===== src/rtl/acc_sched_if.sv =====
// acc_sched_if: array-side input stream and unified-buffer-side drain stream.
interface acc_sched_if #(parameter int WIDTH = 32);
    logic in_valid, in_ready, out_valid, out_ready;
    logic [WIDTH-1:0] in_data, out_data;
    modport master(output in_valid, in_data, out_ready, input in_ready, out_valid, out_data);
    modport slave(input in_valid, in_data, out_ready, output in_ready, out_valid, out_data);
endinterface


===== src/rtl/acc_sched.sv =====
// acc_sched: accumulator-buffer sequencer; fills rows (overwrite or add) then drains them in order.
module acc_sched #(
    parameter int WIDTH = 32,
    parameter int DEPTH = 4,
    parameter int ADDR_W = 2
) (
    input  logic            clk,
    input  logic            reset,
    input  logic            start,
    input  logic [ADDR_W:0] num_rows,
    input  logic            acc_mode,
    input  logic            clear,
    acc_sched_if.slave      bus,
    output logic            busy,
    output logic            done,
    output logic            cfg_err,
    output logic            overflow
);
    typedef enum logic [1:0] {IDLE, FILL, DRAIN, DONE} state_t;
    state_t state, next;
    logic [WIDTH-1:0] mem [DEPTH];
    logic [ADDR_W-1:0] wr_ptr, rd_ptr;
    logic [ADDR_W:0] rows, last_row;
    logic mode, legal, wr_last, rd_last, wr_fire, rd_fire;
    logic [WIDTH:0] sum;
    assign legal    = num_rows != '0 && num_rows <= (ADDR_W+1)'(DEPTH);
    assign last_row = rows - (ADDR_W+1)'(1);
    assign wr_last  = {1'b0, wr_ptr} == last_row;
    assign rd_last  = {1'b0, rd_ptr} == last_row;
    assign wr_fire  = state == FILL && bus.in_valid;
    assign rd_fire  = state == DRAIN && bus.out_ready;
    assign sum      = {1'b0, mem[wr_ptr]} + {1'b0, bus.in_data};
    assign bus.in_ready  = state == FILL;
    assign bus.out_valid = state == DRAIN;
    assign bus.out_data  = state == DRAIN ? mem[rd_ptr] : '0;
    assign busy = state != IDLE;
    assign done = state == DONE;
    always_ff @(posedge clk or negedge reset)
        if (!reset) state <= IDLE;
        else state <= next;
    always_comb begin
        next = state;
        case (state)
            IDLE:    next = start && legal ? FILL : IDLE;
            FILL:    next = wr_fire && wr_last ? DRAIN : FILL;
            DRAIN:   next = rd_fire && rd_last ? DONE : DRAIN;
            default: next = IDLE;
        endcase
    end
    // Rows persist across jobs so a later accumulate job can add onto them.
    always_ff @(posedge clk or negedge reset) begin
        if (!reset) begin
            for (int i = 0; i < DEPTH; i++) mem[i] <= '0;
            wr_ptr   <= '0;
            rd_ptr   <= '0;
            rows     <= '0;
            mode     <= 1'b0;
            cfg_err  <= 1'b0;
            overflow <= 1'b0;
        end else begin
            cfg_err <= state == IDLE && start && !legal;
            if (state == IDLE && start && legal) begin
                rows     <= num_rows;
                mode     <= acc_mode;
                wr_ptr   <= '0;
                overflow <= 1'b0;
            end else if (state == IDLE && clear) begin
                for (int i = 0; i < DEPTH; i++) mem[i] <= '0;
            end
            if (wr_fire) begin
                mem[wr_ptr] <= mode ? sum[WIDTH-1:0] : bus.in_data;
                overflow    <= overflow | (mode & sum[WIDTH]);
                wr_ptr      <= wr_last ? wr_ptr : wr_ptr + ADDR_W'(1);
                rd_ptr      <= '0;
            end
            if (rd_fire) rd_ptr <= rd_last ? rd_ptr : rd_ptr + ADDR_W'(1);
        end
    end
endmodule


===== src/flat_wrapper.sv =====
// flat-port wrapper written by rule: the top's interface ports become plain ports
module acc_sched_flat 
#(
    parameter int WIDTH = 32,
    parameter int DEPTH = 4,
    parameter int ADDR_W = 2
)
  (clk, reset, start, num_rows, acc_mode, clear, busy, done, cfg_err, overflow, bus_in_valid, bus_in_data, bus_out_ready, bus_in_ready, bus_out_valid, bus_out_data);
  acc_sched_if #(.WIDTH(WIDTH)) bus_i ();
  input  logic clk;
  input  logic reset;
  input  logic start;
  input  logic [ADDR_W:0] num_rows;
  input  logic acc_mode;
  input  logic clear;
  output logic busy;
  output logic done;
  output logic cfg_err;
  output logic overflow;
  input wire logic [$bits(bus_i.in_valid)-1:0] bus_in_valid;
  input wire logic [$bits(bus_i.in_data)-1:0] bus_in_data;
  input wire logic [$bits(bus_i.out_ready)-1:0] bus_out_ready;
  output wire logic [$bits(bus_i.in_ready)-1:0] bus_in_ready;
  output wire logic [$bits(bus_i.out_valid)-1:0] bus_out_valid;
  output wire logic [$bits(bus_i.out_data)-1:0] bus_out_data;
  assign bus_i.in_valid = bus_in_valid;
  assign bus_i.in_data = bus_in_data;
  assign bus_i.out_ready = bus_out_ready;
  assign bus_in_ready = bus_i.in_ready;
  assign bus_out_valid = bus_i.out_valid;
  assign bus_out_data = bus_i.out_data;
  acc_sched #(.WIDTH(WIDTH), .DEPTH(DEPTH), .ADDR_W(ADDR_W)) u_core (.clk(clk), .reset(reset), .start(start), .num_rows(num_rows), .acc_mode(acc_mode), .clear(clear), .bus(bus_i), .busy(busy), .done(done), .cfg_err(cfg_err), .overflow(overflow));
endmodule

===== config.mk =====
export PLATFORM = sky130hd
export DESIGN_NAME = acc_sched_flat
export DESIGN_NICKNAME = d
export VERILOG_FILES = /design/src/rtl/acc_sched_if.sv /design/src/rtl/acc_sched.sv /design/src/flat_wrapper.sv
export SDC_FILE = /design/constraint.sdc
export NUM_CORES = 1
export LEC_CHECK = 0
export CAP_MARGIN = 10
export CORE_ASPECT_RATIO = 0.6
export CORE_MARGIN = 2
export CORE_UTILIZATION = 30
export CTS_BUF_LIST = sky130_fd_sc_hd__clkbuf_8 sky130_fd_sc_hd__clkbuf_16
export CTS_CLUSTER_SIZE = 8
export DETAILED_ROUTE_END_ITERATION = 10
export HOLD_SLACK_MARGIN = 0.06
export PLACE_DENSITY = 0.48
export SETUP_SLACK_MARGIN = 0.2
export SLEW_MARGIN = 20
export SYNTH_ARGS = -nofsm -noshare
export SYNTH_HDL_FRONTEND = slang
export SYNTH_SLANG_ARGS = --single-unit

===== constraint.sdc =====
create_clock -name clk -period 4.27 [get_ports clk]
set_input_delay 0.6405 -clock clk [delete_from_list [all_inputs] [get_ports clk]]
set_output_delay 0.6405 -clock clk [all_outputs]
set_load 0.1 [all_outputs]

Word level (Yosys, flattened, before mapping)
Cells that the tools add are included.

Equality and inequality tests: 7. Mux-type cells: 26. Bitwise gates (word level): 4. Reduce and logical (&&, ||, !) cells: 19. Add/subtract/negate cells: 4. Magnitude comparators: 4.

Operators with widths (number): 128-bit 2-to-1 mux (3); 32-bit 2-to-1 mux (7); 32-bit binary-select mux with 2-bit select (2); 128-bit bitwise mux (1); 32-bit demux with 2-bit select (1); 32-bit by 32-bit adder with 33-bit output (1); 2-bit 2-to-1 mux (7); 1-bit logical AND (11); 2-bit by 3-bit equality test with 1-bit output (2); 3-bit greater-or-equal comparator (second input constant) (2); 2-bit NOT with 3-bit output (2); 2-bit one-hot mux with 3 select lines (1); 2-bit nonzero test (3); 2-bit by 1-bit adder with 2-bit output (second input constant) (2); 2-bit equality test (second input constant) (2); 1-bit 2-to-1 mux (4); 2-bit inequality test (second input constant) (2); 2-bit AND reduction (2); 3-bit <= comparator (second input constant) (1); 3-bit by 1-bit less-than comparator with 1-bit output (second input constant) (1); 3-bit nonzero test (1); 3-bit by 1-bit subtractor with 3-bit output (second input constant) (1); 2-bit by 1-bit equality test with 1-bit output (second input constant) (1); 2-bit logical NOT (1); other kinds (3) (3).

Input bits: 42. Flip-flop bits (word level): 140.

Depth between registers and ports, before layout
Gate-level depths: netlist (run 1).

Word-level depth: 8. Mapped depth: 14. Gate-level depth less buffers: 12.

Least setup slack after synthesis (run 1)
OpenSTA, ideal clock, no wires.

Path kind: register -> register. Start: register u_core.wr_ptr[0]. End: register u_core.mem[95] (netlist bit). Buffers on the path: 3. Arrival time: 3.979 ns. Stages on the path, launching flop included: 13. Library setup time: 0.138 ns. Slack: 0.153 ns. Period minus slack after synthesis: 4.117 ns. Cells stage by stage: dfrtp_1 -> clkbuf_1 -> buf_1 -> mux4_2 -> ha_1 -> clkbuf_1 -> nand4_1 -> a2111oi_0 -> a221o_1 -> a21oi_4 -> o31ai_2 -> mux2i_1 -> o211ai_1.

Word-level cells in the longest chain between the ends: 8. Elaborated cells on any way between the ends: 13. Those cells by class: add/sub: 1; order compare: 2; mux: 8; bitwise: 1; reduce/logical: 1.

RTL lines: from (decl) (RTL line acc_sched.sv:22) `logic [ADDR_W-1:0] wr_ptr, rd_ptr;`; from (signal assigned) (RTL line acc_sched.sv:73) `wr_ptr <= wr_last ? wr_ptr : wr_ptr + ADDR_W'(1);`; 2-bit NOT with 3-bit output * (RTL line acc_sched.sv:32, acc_sched.sv:71); 32-bit binary-select mux with 2-bit select (RTL line acc_sched.sv:32) `assign sum = {1'b0, mem[wr_ptr]} + {1'b0, bus.in_data};`; 32-bit 2-to-1 mux (implied by the code) (2 in series) (RTL line acc_sched.sv:32); 32-bit by 32-bit adder with 33-bit output (RTL line acc_sched.sv:32); 32-bit 2-to-1 mux (RTL line acc_sched.sv:71) `mem[wr_ptr] <= mode ? sum[WIDTH-1:0] : bus.in_data;`; 128-bit bitwise mux * (RTL line acc_sched.sv:71); 128-bit 2-to-1 mux * (RTL line acc_sched.sv:70) `if (wr_fire) begin`; to (signal, indexed assignment) (RTL line acc_sched.sv:71); to (decl) (RTL line acc_sched.sv:21) `logic [WIDTH-1:0] mem [DEPTH];`.

Mark *: on every way between the ends. The rest lies on a longest branch, timed or not. The select of a mux whose other input is x is not followed. A chain may end at the register's enable or synchronous reset.

Worst setup path after layout (run 1)
Start: register u_core.wr_ptr[0]. End: register u_core.mem[93] (netlist bit).

Same word-level chain as after synthesis.

==> results of run 1 <==
## Yosys cell counts (all sizes together) (2+ instances only)
cell type | n | area (sq um)
a211oi | 4 | 30.0
a21o | 14 | 105
a21oi | 63 | 327
a22o | 8 | 70.1
a31oi | 21 | 131
and2 | 34 | 213
and3 | 17 | 106
buf | 12 | 48.8
clkbuf | 63 | 236
dfrtp | 140 | 3500
ha | 37 | 463
inv | 16 | 60.1
mux2i | 22 | 220
mux4 | 64 | 1440
nand2 | 102 | 383
nand2b | 3 | 18.8
nand3 | 57 | 285
nand4 | 14 | 87.6
nor2 | 36 | 135
nor2b | 7 | 43.8
nor3 | 2 | 10.0
o211ai | 12 | 90.1
o21a | 2 | 15.0
o21ai | 126 | 631
o21bai | 3 | 22.5
o311ai | 3 | 26.3
o31ai | 3 | 32.5
or3 | 2 | 12.5
xnor2 | 21 | 184
xor2 | 11 | 96.3
## power by group through the flow
| stage | logic, W | registers, W | clock network, W |
|---|---|---|---|
| after floorplan | 0.00363 | 0.00215 | 0 |
| after global placement | 0.00484 | 0.00237 | 0 |
| final | 0.00500 | 0.00235 | 0.00168 |
| after CTS | 0.00488 | 0.00235 | 0.00171 |
| after detailed placement | 0.00486 | 0.00237 | 0 |
| after global routing | 0.00548 | 0.00243 | 0.00177 |
## stage by stage
| step | worst slack (ns) | cells | hold WS (ns) | utilization [%] | total power (W) |
|---|---|---|---|---|---|
| finish | 0.391 | 1414 | 0.251 | 37.0 | 0.00904 |
| floorplan | 0.398 | 937 | 0.345 | - | 0.00577 |
| global placement | 0.233 | 1375 | 0.469 | 34.5 | 0.00721 |
| global route | 0.198 | 1414 | 0.339 | 37.0 | 0.00967 |
| CTS | 0.272 | 1407 | 0.302 | 36.7 | 0.00893 |
| detailed placement | 0.202 | 1375 | 0.472 | 34.5 | 0.00723 |
## final cells by class
class                      instances  area [sq um]
timing repair buffer             112           985
fill                            3080         18900
sequential                       140          3510
multi-input combinational        705          5390
clock buffer                      17           425
inverter                          17          63.8
clock inverter                    15           221
tap                              408           510
## worst reg2reg max path, delay by kind of cell, from the launching register on
family,cells,cell delay [ns]
AOI/OAI and AO/OA,7,1.68
DFF,1,0.54
muxes,1,0.49
adders and majority gates,1,0.38
xor gates and xnor gates,1,0.33
buffers and inverters,1,0.16
and+or+nand+nor,1,0.15
## flip-flops by register name, summed over array words and instances (netlist names)
| signal | count |
|---|---|
| u_core.state | 2 |
| u_core.mode | 1 |
| u_core.wr_ptr | 2 |
| u_core.overflow | 1 |
| u_core.cfg_err | 1 |
| u_core.rd_ptr | 2 |
| u_core.rows | 3 |
| u_core.mem | 128 |
## cells in the final DEF (no fill, tap or decap), drive strengths merged, types with 22 or more instances in the layout
cell | Yosys | final
nor2 | 36 | 36
clkdlybuf4s50 | 0 | 46
ha | 37 | 37
nand2 | 102 | 102
a21oi | 63 | 63
dfrtp | 140 | 140
mux4 | 64 | 64
mux2i | 22 | 22
nand3 | 57 | 57
buf | 12 | 66
o21ai | 126 | 126
and2 | 34 | 34
## kinds of logic (layout without fill, tap and decap cells)
logic type / count (synthesis) / after routing
fa+ha+maj: 38 / 38
flops: 140 / 140
xor+xnor: 32 / 32
mux: 86 / 86
buf+inv: 92 / 161
compound gates: 271 / 271
simple gates: 278 / 278
## layer usage
| metal | part of all wire (%) | wire, um |
|---|---|---|
| met4 | 1.2 | 365 |
| met5 | 0 | 0 |
| met3 | 6.6 | 2000 |
| met1 | 54 | 16500 |
| met2 | 38 | 11500 |
## repair_timing
| action | CTS | global route |
|---|---|---|
| buffers inserted | 0 | 7 |
| hold endpoints to repair | 0 | 0 |
| setup endpoints to repair | 1 | 36 |
| resized for setup | 1 | 7 |
| pin swaps | 0 | 1 |
## worst paths after layout
kind | cells after the start | endpoint | slack, ns | from
max in group asynchronous | 2 | u_core.mem[81] | 3.08 | reset
min reg2reg | 2 | u_core.overflow | 0.48 | u_core.overflow
max reg2reg | 12 | u_core.mem[93] | 0.39 | u_core.wr_ptr[0]
max | 12 | u_core.mem[93] | 0.39 | u_core.wr_ptr[0]
min | 1 | u_core.cfg_err | 0.25 | reset
min in group clk | 2 | u_core.overflow | 0.48 | u_core.overflow
==> flow_summary.yaml, run 1 <==
cts:
  cts_tree: "yes"
  cts_buffers: 17
  path_clk_slew_ns: 0.06
  htreeDepth: 4
  hold_buffers: 0
  clk_path_buf_depth: 2
  clock_latency_ns: 0.46
  cts_sinks: 140
  cts-root-buf: "clkbuf_16"
grt:
  grt_max_degree: 94
  busiest_layer: "met1"
  grt_antenna_before_repair: 0
  use_met2_pct: 24.8
  grt_pass1_vias: 7379
  grt_util_met3_pct: 4.04
  gr-total-overflow: 0
  track_usage_pct: 19.5
  grt_pass1_wl_um: 47000
  use_met1_pct: 32.4
synth:
  synth-edff-count: 0
  synth-xor-area-share_pct: 3.05
  synth_top_family_by_area: "multiplexers"
  synth_flop_cell: "dfrtp_1"
  postSynthAreaPerCell_sq_um: 9.82
  synth_seq_cells: 140
  synth_nets: 1017
  synth_fa_ha_area_share_pct: 5.25
  synthesis.area_sq_um: 9200
  ys_async_sr_fraction_pct: 100
  synth.distinct_cells: 52
  netlist_instances: 937
  yosys-mux-area-fraction_pct: 18.1
  synth_seq_area_share_pct: 38.1
  synth_compound_area_share_pct: 17.3
  yosys_warnings: 0
  synth-simple-area-share_pct: 14.4
floorplan:
  rows: 49
  boundaryPins: 80
  core_sq_um: 30000
  dieArea_sq_um: 32100
  start_util_pct: 30.6
  die_h_um: 140
  die_w_um: 230
sta:
  finalMaxSlewViolations: 0
  skew_ns: 0.0112
  worst_slew_pin_slew_ns: 0.964
  hold_viol: 0
  tns_ns: 0
  setup_violations: 0
  rsz0062_at_grt: "no"
  max_slew_margin_pct: 35.5
  fmax_ghz: 0.258
  fin_crit_sh_pct: 90.8
  layout_min_cycle_time_ns: 3.88
cells_and_area:
  diodes: 0
  area_delta_synth_final_pct: 20.8
  design_area_sq_um: 11100
  final_net_count: 1073
  drive_gt1_share_pct: 17.7
setup_path:
  path_cells: "buf_4 > mux4_2 > ha_1 > a21o_1 > a311o_1 > o211ai_1 > nand4b_1 > a221o_1 > a21oi_4 > o311ai_1 > xnor2_1 > o21ai_0"
  crit_family: "compound AO/OA/AOI/OAI gates"
  required_ns: 4.59
  cpPeakStageDelay_ns: 0.54
  cp_num_buf_inv: 1
  critPathKind: "reg2reg"
  start_kind: "flip-flop"
  worstPathArrival_ns: 4.20
  endpoint_kind: "flip-flop"
  worstPathMaxFanout: 11
  cpMaxStageDelayCell: "dfrtp_4"
min_path:
  hold_class: "in2async"
power_and_ir_drop:
  p_leak_nw: 4.75
  power.switching_w: 0.00414
  vdd.ir_drop.worst_mv: 0.312
  cell_internal_pwr_w: 0.00490
  comb_power_share_pct: 55.4
  p_clk_share_pct: 18.6
  swShare_pct: 45.8
  power_density_nw_per_um2: 813
  share_seq_of_total_power_pct: 26.0
route:
  wl_per_cell_um: 21.5
  dr.pass1.iters: 5
  vias: 7739
  drc: 0
  ant_nets: 0
  routed_via_density: 5.47
  drt_iter0_drc: 747
  drt-total-wl_um: 30400
place:
  port-buffer-count: 79
  place_area_sq_um: 10400
  gp_congestion: 0.873
  hpwl_um: 21100
run:
  cap_violations: 0
status:
  status: "finished clean"
(Power assumes the default switching activity.)
==> inputs of run 2 (changes only) <==
--- a/config.mk
+++ b/config.mk
@@ -8,12 +8,12 @@
 export CAP_MARGIN = 10
 export CORE_ASPECT_RATIO = 0.6
 export CORE_MARGIN = 2
-export CORE_UTILIZATION = 30
+export CORE_UTILIZATION = 45
 export CTS_BUF_LIST = sky130_fd_sc_hd__clkbuf_8 sky130_fd_sc_hd__clkbuf_16
 export CTS_CLUSTER_SIZE = 8
 export DETAILED_ROUTE_END_ITERATION = 10
 export HOLD_SLACK_MARGIN = 0.06
-export PLACE_DENSITY = 0.48
+export PLACE_DENSITY = 0.66
 export SETUP_SLACK_MARGIN = 0.2
 export SLEW_MARGIN = 20
 export SYNTH_ARGS = -nofsm -noshare
==> flow_summary.yaml, run 2 (synthesized netlist as in run 1, its figures left out) <==
status:
  status: "finished clean"
place:
  dp_slack_ns: 0.331
  place_area_sq_um: 10200
  hpwl_um: 18900
  port-buffer-count: 79
  gp_congestion: 0.958
setup_path:
  cpMaxStageDelayCell: "dfrtp_2"
  cpPeakStageDelay_ns: 0.63
  path_common_cell: "buf_4"
  crit_family: "compound AO/OA/AOI/OAI gates"
  path_cells: "buf_4 > buf_4 > mux4_2 > ha_1 > a21oi_1 > inv_1 > a21o_1 > a2111o_1 > o211ai_1 > a21boi_1 > o31ai_2 > a22o_1"
  cp_num_buf_inv: 3
  worstPathMaxFanout: 15
  worstPathArrival_ns: 4.28
  critPathKind: "reg2reg"
  required_ns: 4.64
  start_kind: "flip-flop"
  endpoint_kind: "flip-flop"
route:
  ant_nets: 0
  vias: 7859
  dr.pass1.iters: 5
  wl_met3_um: 2490
  drc: 0
  wl_per_cell_um: 21.2
  drt_iter0_drc: 742
  dr_wl_met2_um: 10800
  routed_via_density: 6.15
  drt-total-wl_um: 27000
  wl_met1_um: 13400
  top_layer: "met4"
cts:
  cts_sinks: 140
  htreeDepth: 4
  hold_buffers: 0
  clk_path_buf_depth: 2
  path_clk_slew_ns: 0.06
  cts-root-buf: "clkbuf_16"
  cts_tree: "yes"
  cts_buffers: 17
  clock_latency_ns: 0.43
power_and_ir_drop:
  p_clk_share_pct: 16.3
  power.switching_w: 0.00395
  swShare_pct: 45.9
  p_leak_nw: 4.73
  share_seq_of_total_power_pct: 27.1
  cell_internal_pwr_w: 0.00467
  power_density_nw_per_um2: 798
  comb_power_share_pct: 56.6
  vdd.ir_drop.worst_mv: 0.617
cells_and_area:
  design_area_sq_um: 10800
  fill_cells: 1835
  layout_commonest_cell: "dfrtp_1"
  final_core_util_pct: 54.0
  largest_registers: "u_core.mem: 128 flops, u_core.rows: 3 flops"
  largest_reg_flops: 128
  regMostFlops: "u_core.mem"
  area_delta_synth_final_pct: 17.4
  layout_common_cells: "dfrtp_1 (136), o21ai_0 (121), nand2_1 (102)"
  drive_gt1_share_pct: 16.8
  final_net_count: 1072
  diodes: 0
sta:
  tns_ns: 0
  max_slew_margin_pct: 35.5
  fin_ws_ns: 0.357
  rsz0062_at_grt: "no"
  hold_viol: 0
  fmax_ghz: 0.256
  setup_violations: 0
  layout_min_cycle_time_ns: 3.91
  worst_slew_pin_slew_ns: 0.964
  finalMaxSlewViolations: 0
  skew_ns: 0.00814
  whs_ns: 0.299
  fin_crit_sh_pct: 91.6
grt:
  grt_antenna_before_repair: 0
  grt_pass1_vias: 7527
  grt_pass1_wl_um: 42700
  gr-total-overflow: 0
  track_usage_pct: 26.0
  grt_max_degree: 94
floorplan:
  boundaryPins: 80
  dieArea_sq_um: 21600
  start_util_pct: 45.9
  die_h_um: 115
  rows: 40
  core_sq_um: 20000
  die_w_um: 189
min_path:
  hold_class: "in2async"
run:
  cap_violations: 0
[run 2: area by class of cell]
type	count	area [sq um]	share of cell area (%)
multi-input cells	705	5360	49.6
flip-flops and latches	140	3510	32.5
repair buffers	111	981	9.08
clock buffers	20	467	4.32
well taps	273	342	3.16
clock inverters	11	78.8	0.730
inverters	17	63.8	0.591
[run 2: final timing paths]
kind	from	endpoint	slack (ns)	depth (start not counted)
max	u_core.wr_ptr[1]	u_core.mem[94]	0.36	12
max reg2reg	u_core.wr_ptr[1]	u_core.mem[94]	0.36	12
min reg2reg	u_core.overflow	u_core.overflow	0.48	2
min in group clk	u_core.overflow	u_core.overflow	0.48	2
max in group asynchronous	reset	u_core.mem[84]	3.02	2
min	reset	u_core.cfg_err	0.30	1
[run 2: routing by layer]
layer / up-vias / track usage, %
li1: 3579 / -
met2: 387 / 35.5
met3: 25 / 8.39
met4: 0 / 6.61
met5: - / 0
met1: 3868 / 39.6
[run 2: stage by stage]
stage | total power [W] | std cells
after floorplan | 0.00577 | 937
after global placement | 0.00700 | 1241
after detailed placement | 0.00708 | 1241
after CTS | 0.00852 | 1272
after global routing | 0.00920 | 1277
final | 0.00862 | 1277
[run 2: power by group through the flow]
stage / sequential [W] / combinational [W] / clock [W]
5_1_grt: 0.00240 / 0.00532 / 0.00148
2_1_floorplan: 0.00215 / 0.00363 / 0
6_report: 0.00233 / 0.00488 / 0.00141
3_5_place_dp: 0.00234 / 0.00475 / 0
3_3_place_gp: 0.00232 / 0.00468 / 0
4_1_cts: 0.00232 / 0.00478 / 0.00142
[run 2: worst reg2reg max path, delay by kind of cell, from the launching register on]
| kind | cells | cell delay, ns |
|---|---|---|
| flops | 1 | 0.63 |
| fa+ha+maj | 1 | 0.38 |
| compound gates | 7 | 1.81 |
| mux | 1 | 0.35 |
| buf+inv | 3 | 0.68 |
[run 2: repair_timing]
action	in CTS	in global routing
endpoints found under the setup margin	0	19
gates resized for setup	0	3
buffers inserted	0	5
==> inputs of run 3 (changes only) <==
--- a/config.mk
+++ b/config.mk
@@ -14,7 +14,6 @@
 export DETAILED_ROUTE_END_ITERATION = 10
 export HOLD_SLACK_MARGIN = 0.06
 export PLACE_DENSITY = 0.66
-export SETUP_SLACK_MARGIN = 0.2
 export SLEW_MARGIN = 20
 export SYNTH_ARGS = -nofsm -noshare
 export SYNTH_HDL_FRONTEND = slang
==> flow_summary.yaml, run 3 (synthesized netlist as in run 1, its figures left out) <==
sta:
  setup_violations: 0
  hold_viol: 0
  rsz0062_at_grt: "no"
  skew_ns: 0.0118
  worst_slew_pin_slew_ns: 0.969
  fin_ws_ns: 0.303
  fin_crit_sh_pct: 92.9
  tns_ns: 0
  finalMaxSlewViolations: 0
  max_slew_margin_pct: 35.2
  layout_min_cycle_time_ns: 3.97
  fmax_ghz: 0.252
route:
  drt-total-wl_um: 26600
  drc: 0
  wl_per_cell_um: 20.9
  vias: 7686
  drt_iter0_drc: 674
  routed_via_density: 6.05
  dr.pass1.iters: 5
  ant_nets: 0
floorplan:
  dieArea_sq_um: 21600
  die_w_um: 189
  boundaryPins: 80
  core_sq_um: 20000
  die_h_um: 115
  start_util_pct: 45.9
  rows: 40
cts:
  cts_tree: "yes"
  cts_buffers: 17
  clk_path_buf_depth: 2
  cts_sinks: 140
  htreeDepth: 4
  postCtsSetupBuffers: 0
  path_clk_slew_ns: 0.06
  cts_resized: 0
  hold_buffers: 0
  clock_latency_ns: 0.44
  cts-root-buf: "clkbuf_16"
place:
  hpwl_um: 18600
  port-buffer-count: 79
  place_inst: 1239
  gp_congestion: 0.933
  dp_slack_ns: 0.161
run:
  cap_violations: 0
cells_and_area:
  diodes: 0
  area_delta_synth_final_pct: 17.7
  drive_gt1_share_pct: 16.4
  final_core_util_pct: 54.1
  final_net_count: 1065
  layout_common_cells: "dfrtp_1 (136), o21ai_0 (121), nand2_1 (102)"
  largest_registers: "u_core.mem: 128 flops, u_core.rows: 3 flops"
  layout_commonest_cell: "dfrtp_1"
  fill_cells: 1781
  regMostFlops: "u_core.mem"
  stdcell_count: 1271
  largest_reg_flops: 128
grt:
  track_usage_pct: 25.9
  grt_max_degree: 74
  grt_pass1_wl_um: 42600
  grt_antenna_before_repair: 0
  grt_pass1_vias: 7451
  gr-total-overflow: 0
power_and_ir_drop:
  power_density_nw_per_um2: 806
  p_leak_nw: 4.72
  fin_total_pwr_w: 0.00873
  vdd.ir_drop.worst_mv: 0.589
setup_path:
  critPathKind: "reg2reg"
  worstPathArrival_ns: 4.34
  endpoint_kind: "flip-flop"
  required_ns: 4.64
  r2r-start: "u_core.wr_ptr[1]"
  start_kind: "flip-flop"
  worstPathMaxFanout: 24
  cp-startpoint: "u_core.wr_ptr[1]"
min_path:
  hold_class: "in2async"
status:
  status: "finished clean"
-- run 3: metal layers --
metal / up-vias / share of wire (%) / track usage [%]
met1: 3776 / 50 / 40.1
met3: 21 / 8.6 / 7.51
li1: 3563 / - / -
met5: - / 0 / 0
met2: 326 / 41 / 36.0
met4: 0 / 1.0 / 5.26
-- run 3: where the power goes --
group / internal, W / switching (W)
Combinational: 0.00193 / 0.00289
Clock: 0.00100 / 0.000594
Sequential: 0.00186 / 0.000458
-- run 3: path summary, 6_finish.rpt --
kind	to	slack [ns]	depth (start not counted)
setup / recovery	u_core.mem[59]	0.30	9
setup reg to reg	u_core.mem[59]	0.30	9
hold / removal	u_core.cfg_err	0.23	1
min in group clk	u_core.overflow	0.48	2
max in group asynchronous	u_core.mem[107]	3.02	2
hold reg to reg	u_core.overflow	0.48	2
-- run 3: cell type report --
type	count	area [sq um]	share of cell area, %
clock buffers	19	453	4.18
clock inverters	13	173	1.59
inverters	17	63.8	0.589
multi-input cells	705	5360	49.5
flip-flops and latches	140	3510	32.4
well taps	273	342	3.15
repair buffers	104	925	8.54
-- run 3: worst max-delay path: stages (launching register included) --
cell and delay, ns:
dfrtp_2 0.62, buf_4 0.45, mux4_2 0.39, ha_1 0.45, nand4_1 0.20, a2111oi_1 0.48
a221o_1 0.32, a21oi_4 0.12, o311ai_1 0.61, a22o_1 0.25
-- run 3: metrics by stage --
step           hold slack [ns]  instance area, sq um
3_3_place_gp             0.467                 10200
4_1_cts                  0.255                 10800
5_1_grt                  0.286                 10800
3_5_place_dp             0.477                 10200
2_1_floorplan            0.345                  9200
6_report                 0.227                 10800
